===== src/rtl/fp_add_scheduler.sv =====
// fp_add_scheduler: shares one combinational single-precision adder among NREQ
// requesters using round-robin arbitration, with one operation in flight at a time.
// Optional feature macro: FPADD_ZERO_BYPASS_EN. When it is defined, an operand with
// zero magnitude returns the other operand directly and skips the EXEC cycle.
module fp_add_scheduler #(
    parameter int NREQ = 2,
    parameter int IDW  = 1
) (
    input  logic                 clk,
    input  logic                 rst_n,
    input  logic [NREQ-1:0]      req_valid,
    input  logic [32*NREQ-1:0]   req_a,
    input  logic [32*NREQ-1:0]   req_b,
    output logic [NREQ-1:0]      req_ready,
    output logic [31:0]          fa_a,
    output logic [31:0]          fa_b,
    input  logic [31:0]          fa_sum,
    output logic                 rsp_valid,
    output logic [IDW-1:0]       rsp_id,
    output logic [31:0]          rsp_sum,
    input  logic                 rsp_ready,
    output logic                 busy
);

    localparam int unsigned NREQ_U = NREQ;

    typedef enum logic [1:0] {
        IDLE,
        EXEC,
        RESP
    } state_t;

    state_t          state;
    state_t          state_nxt;
    logic [IDW-1:0]  last_grant;
    logic [IDW-1:0]  grant_idx;
    logic [IDW-1:0]  cand;
    logic            grant_any;
    logic            accept;
    logic            bypass;
    logic [31:0]     sel_a;
    logic [31:0]     sel_b;
    logic [31:0]     bypass_sum;

    // Round-robin search starting just after the most recent grant.
    always_comb begin
        grant_any = 1'b0;
        grant_idx = '0;
        cand      = '0;
        for (int unsigned k = 1; k <= NREQ_U; k++) begin
            cand = IDW'((32'(last_grant) + k) % NREQ_U);
            if (!grant_any && req_valid[cand]) begin
                grant_any = 1'b1;
                grant_idx = cand;
            end
        end
    end

    // Grant vector is only offered in IDLE and outside reset.
    always_comb begin
        req_ready = '0;
        accept    = 1'b0;
        if (rst_n && state == IDLE && grant_any) begin
            req_ready[grant_idx] = 1'b1;
            accept               = 1'b1;
        end
    end

    // Operand selection and the optional zero-magnitude shortcut.
    always_comb begin
        sel_a      = req_a[32*int'(grant_idx) +: 32];
        sel_b      = req_b[32*int'(grant_idx) +: 32];
`ifdef FPADD_ZERO_BYPASS_EN
        bypass     = (sel_a[30:0] == '0) || (sel_b[30:0] == '0);
        bypass_sum = (sel_a[30:0] == '0) ? sel_b : sel_a;
`else
        bypass     = 1'b0;
        bypass_sum = '0;
`endif
    end

    // State register.
    always_ff @(posedge clk) begin
        if (!rst_n) begin
            state <= IDLE;
        end else begin
            state <= state_nxt;
        end
    end

    // Next-state logic.
    always_comb begin
        state_nxt = state;
        case (state)
            IDLE: begin
                if (accept) begin
                    state_nxt = bypass ? RESP : EXEC;
                end
            end
            EXEC:    state_nxt = RESP;
            RESP: begin
                if (rsp_ready) begin
                    state_nxt = IDLE;
                end
            end
            default: state_nxt = IDLE;
        endcase
    end

    // Operand, ID and result registers; held stable outside their load points.
    always_ff @(posedge clk) begin
        if (!rst_n) begin
            fa_a       <= '0;
            fa_b       <= '0;
            rsp_id     <= '0;
            rsp_sum    <= '0;
            last_grant <= IDW'(NREQ - 1);
        end else begin
            if (accept) begin
                fa_a       <= sel_a;
                fa_b       <= sel_b;
                rsp_id     <= grant_idx;
                last_grant <= grant_idx;
                if (bypass) begin
                    rsp_sum <= bypass_sum;
                end
            end
            if (state == EXEC) begin
                rsp_sum <= fa_sum;
            end
        end
    end

    assign rsp_valid = (state == RESP);
    assign busy      = (state != IDLE);

endmodule

===== config.mk =====
export PLATFORM = sky130hd
export DESIGN_NAME = fp_add_scheduler
export DESIGN_NICKNAME = d
export VERILOG_FILES = /design/src/rtl/fp_add_scheduler.sv
export SDC_FILE = /design/constraint.sdc
export NUM_CORES = 1
export LEC_CHECK = 0
export CORE_AREA = 2 2 119 121
export CTS_CLUSTER_DIAMETER = 60
export DETAILED_ROUTE_END_ITERATION = 16
export DIE_AREA = 0 0 121 123
export PLACE_DENSITY = 0.68
export SETUP_SLACK_MARGIN = 0.02
export SLEW_MARGIN = 20
export SYNTH_ARGS = -nofsm -noshare
export SYNTH_HDL_FRONTEND = slang
export SYNTH_SLANG_ARGS = --single-unit

===== constraint.sdc =====
create_clock -name clk -period 1.9 [get_ports clk]
set_input_delay 0.285 -clock clk [delete_from_list [all_inputs] [get_ports clk]]
set_output_delay 0.285 -clock clk [all_outputs]
set_load 0.005 [all_outputs]

==> results by group <==
Die
  • Area of the core: 13,600 um^2
  • DIE WIDTH: 121 um
  • I/O Pins: 266
  • FP Rows: 43
  • Die Y: 123 um
  • Initial core utilization: 29.5%
  • Die Area: 14,900 um^2

Pwr
  • PD cells: 802 nW/um^2
  • Gate power share: 23.2%
  • Seq pwr share: 41.9%
  • P_sw: 0.00140 W
  • Sw Ratio: 24.2%
  • Clock Power Share: 34.9%
  • Internal: 0.00437 W
  • Leak Pwr: 2.71 nW
  • VDD IR max: 0.000462 V

STA
  • Fmax: 553 MHz
  • Relative slew slack: 63.6%
  • Fin crit period: 1.81 ns
  • Hold Fails Final Rpt: 0
  • Setup WS post-layout: 0.0930 ns
  • Worst-Margin Slew: 0.546 ns
  • Fin. max-slew vios: 0
  • Setup TNS: 0 ns
  • RSZ-0062 raised after global routing: false
  • Endpoints failing setup: 0
  • Period Utilization, post-route: 95.1%
  • Setup Skew: 0.00945 ns

Setup path
  • Critical path class: flop to output pin
  • Crit path capture type: output pin
  • Worst Path Required: 1.62 ns
  • Critical R2R Capture: fa_a[3]$_SDFFE_PN0P_
  • RR Startpoint: state[1]$_SDFFE_PN0P_
  • CP Launch Type: flop
  • Crit path DAT: 1.52 ns
  • Crit path max fanout: 4
  • Flop2flop setup slack: 0.13 ns
  • R2R depth: 4

Final layout
  • Nets: 865
  • Sequential Area: 2000 um^2
  • Antenna Cells: 0
  • Synth-to-layout area growth: 79.5%
  • Filler cell count: 1,253
  • Finished Cell Area: 7200 um^2
  • Layout cells sized above 1: 5.82%
  • Final Non-Filler Cells: 884
  • Area of the multi-input gates: 1820 um^2
  • Most frequent cells in the layout: clkdlybuf4s50_1 (260), nand2_1 (128), dfxtp_1 (100)
  • Finished Core Util: 52.9%
  • Commonest non-fill, non-tap cell in the layout: clkdlybuf4s50_1

CTS
  • Clock Path Buffers: 2
  • H-tree levels: 3
  • CTS tree: built
  • Postcts setup bufs: 0
  • Worst-path clk slew: 0.06 ns
  • Clk_lat worst skew: 0.34 ns
  • Clock sink total: 100
  • Hold_buf cts: 0
  • CTS buffer count: 9
  • Post-CTS resize count: 9
  • CTS root buffer: clkbuf_16

Status
  • Status: finished, final reports clean

Min path
  • WHS Path Cells: 3
  • Hold path start: req_valid[0]
  • Class of the worst hold path: input port to flop
  • Hold Path End: state[0]$_SDFFE_PN0P_

Global route
  • Vias in the first global route: 4,234
  • Grt ovf: 0
  • Largest net degree at the start of global routing: 66
  • Met2 usage: 31.6%
  • Initial antenna violation count: 0
  • Most used routing layer: met2
  • Met1 Resource Use GR: 21.9%
  • M3 GR Usage: 5.81%
  • First-pass GRT wire length: 21.7 mm
  • All-Layer GR Usage: 18.3%

Routing
  • Remaining antenna violation count: 0
  • Drt via density: 4.94
  • Vias after detailed routing: 4,369
  • Wire length per cell: 16.2 um
  • DRT iter0 DRCs: 279
  • DRC viols: 0
  • DRT Pass-1 Iters: 4
  • DRT Wirelength: 14.3 mm

Yosys
  • Cell count after synthesis: 452
  • Seq/Total Area, Yosys: 49.9%
  • Netlist cell types: 21
  • Synthesized area per cell: 8.87 um^2
  • Synth warn: 0
  • Synthesized area: 4010 um^2
  • Synthesized Nets: 617
  • Synthesized flop and latch total: 100

Placement
  • Post-DP HPWL: 10.3 mm
  • Gpl congestion: 0.745
  • Placed Cells: 869
  • Dpl cell area: 6860 um^2
  • IO buf count: 265
  • DP Worst Slack: -0.686 ns

Run
  • Max-Cap Viols: 0
flip-flops by register name (all words and copies together) (netlist names):
register	flops
rsp_id	1
state	2
fa_b	32
rsp_sum	32
fa_a	32
last_grant	1
cell usage after synthesis, drive strengths merged:
master | n | area, um^2
or3b | 1 | 8.76
a211oi | 1 | 12.5
a221o | 64 | 641
a21boi | 32 | 240
nor3 | 65 | 325
nor2 | 2 | 7.51
nand2 | 128 | 480
dfxtp | 100 | 2000
a21o | 1 | 7.51
o311ai | 1 | 8.76
clkbuf | 33 | 124
nor2b | 4 | 25.0
o21ai | 1 | 5.00
o21a | 2 | 15.0
or2 | 1 | 6.26
inv | 2 | 7.51
buf | 13 | 86.3
nand2b | 1 | 6.26
worst max-delay path, cell delays in order, from the launching register on:
cell and delay, ns:
dfxtp_1 0.32, or3b_4 0.43, a211oi_4 0.20, clkdlybuf4s15_2 0.24
stage by stage:
stage / power [W] / hold slack [ns]
after floorplan: 0.00290 / 0.411
after global placement: 0.00378 / 0.434
after detailed placement: 0.00381 / 0.450
after CTS: 0.00582 / 0.312
after global routing: 0.00601 / 0.359
final: 0.00577 / 0.321
layer usage:
| metal | up-vias | share of wire, % |
|---|---|---|
| met5 | - | 0 |
| met3 | 15 | 8.1 |
| met1 | 2045 | 41 |
| met4 | 0 | 1.3 |
| met2 | 191 | 49 |
| li1 | 2118 | - |
area by class of cell:
| cell class | instances | area share (%) |
|---|---|---|
| Multi-Input combinational cell | 304 | 25.2 |
| Sequential cell | 100 | 27.8 |
| Tap cell | 180 | 3.13 |
| Clock buffer | 12 | 3.56 |
| Clock inverter | 3 | 0.956 |
| Timing Repair Buffer | 283 | 39.2 |
| Inverter | 2 | 0.104 |
how the worst max path moves through the flow:
stage	startpoint	end	cells past startpoint
finish	state[1]$_SDFFE_PN0P_	req_ready[1]	3
global route	state[1]$_SDFFE_PN0P_	req_ready[1]	3
CTS	state[1]$_SDFFE_PN0P_	req_ready[1]	3
detailed placement	rst_n	fa_a[13]$_SDFFE_PN0P_	5
global placement	rst_n	fa_a[26]$_SDFFE_PN0P_	5
floorplan	state[1]$_SDFFE_PN0P_	req_ready[0]	5
power groups by stage:
stage	sequential (W)	combinational (W)	clock, W
after floorplan	0.00246	0.000439	0
after detailed placement	0.00246	0.00135	0
after CTS	0.00242	0.00135	0.00205
final	0.00242	0.00134	0.00202
after global routing	0.00244	0.00144	0.00213
after global placement	0.00246	0.00133	0
logic make-up (layout without fill, tap and decap cells):
family	after synthesis	after routing	share of synthesized area [%]
and+or+nand+nor	202	202	21.4
AOI/OAI and AO/OA	102	102	23.2
DFF	100	100	49.9
buffers and inverters	48	300	5.43
(Power assumes the default switching activity.)
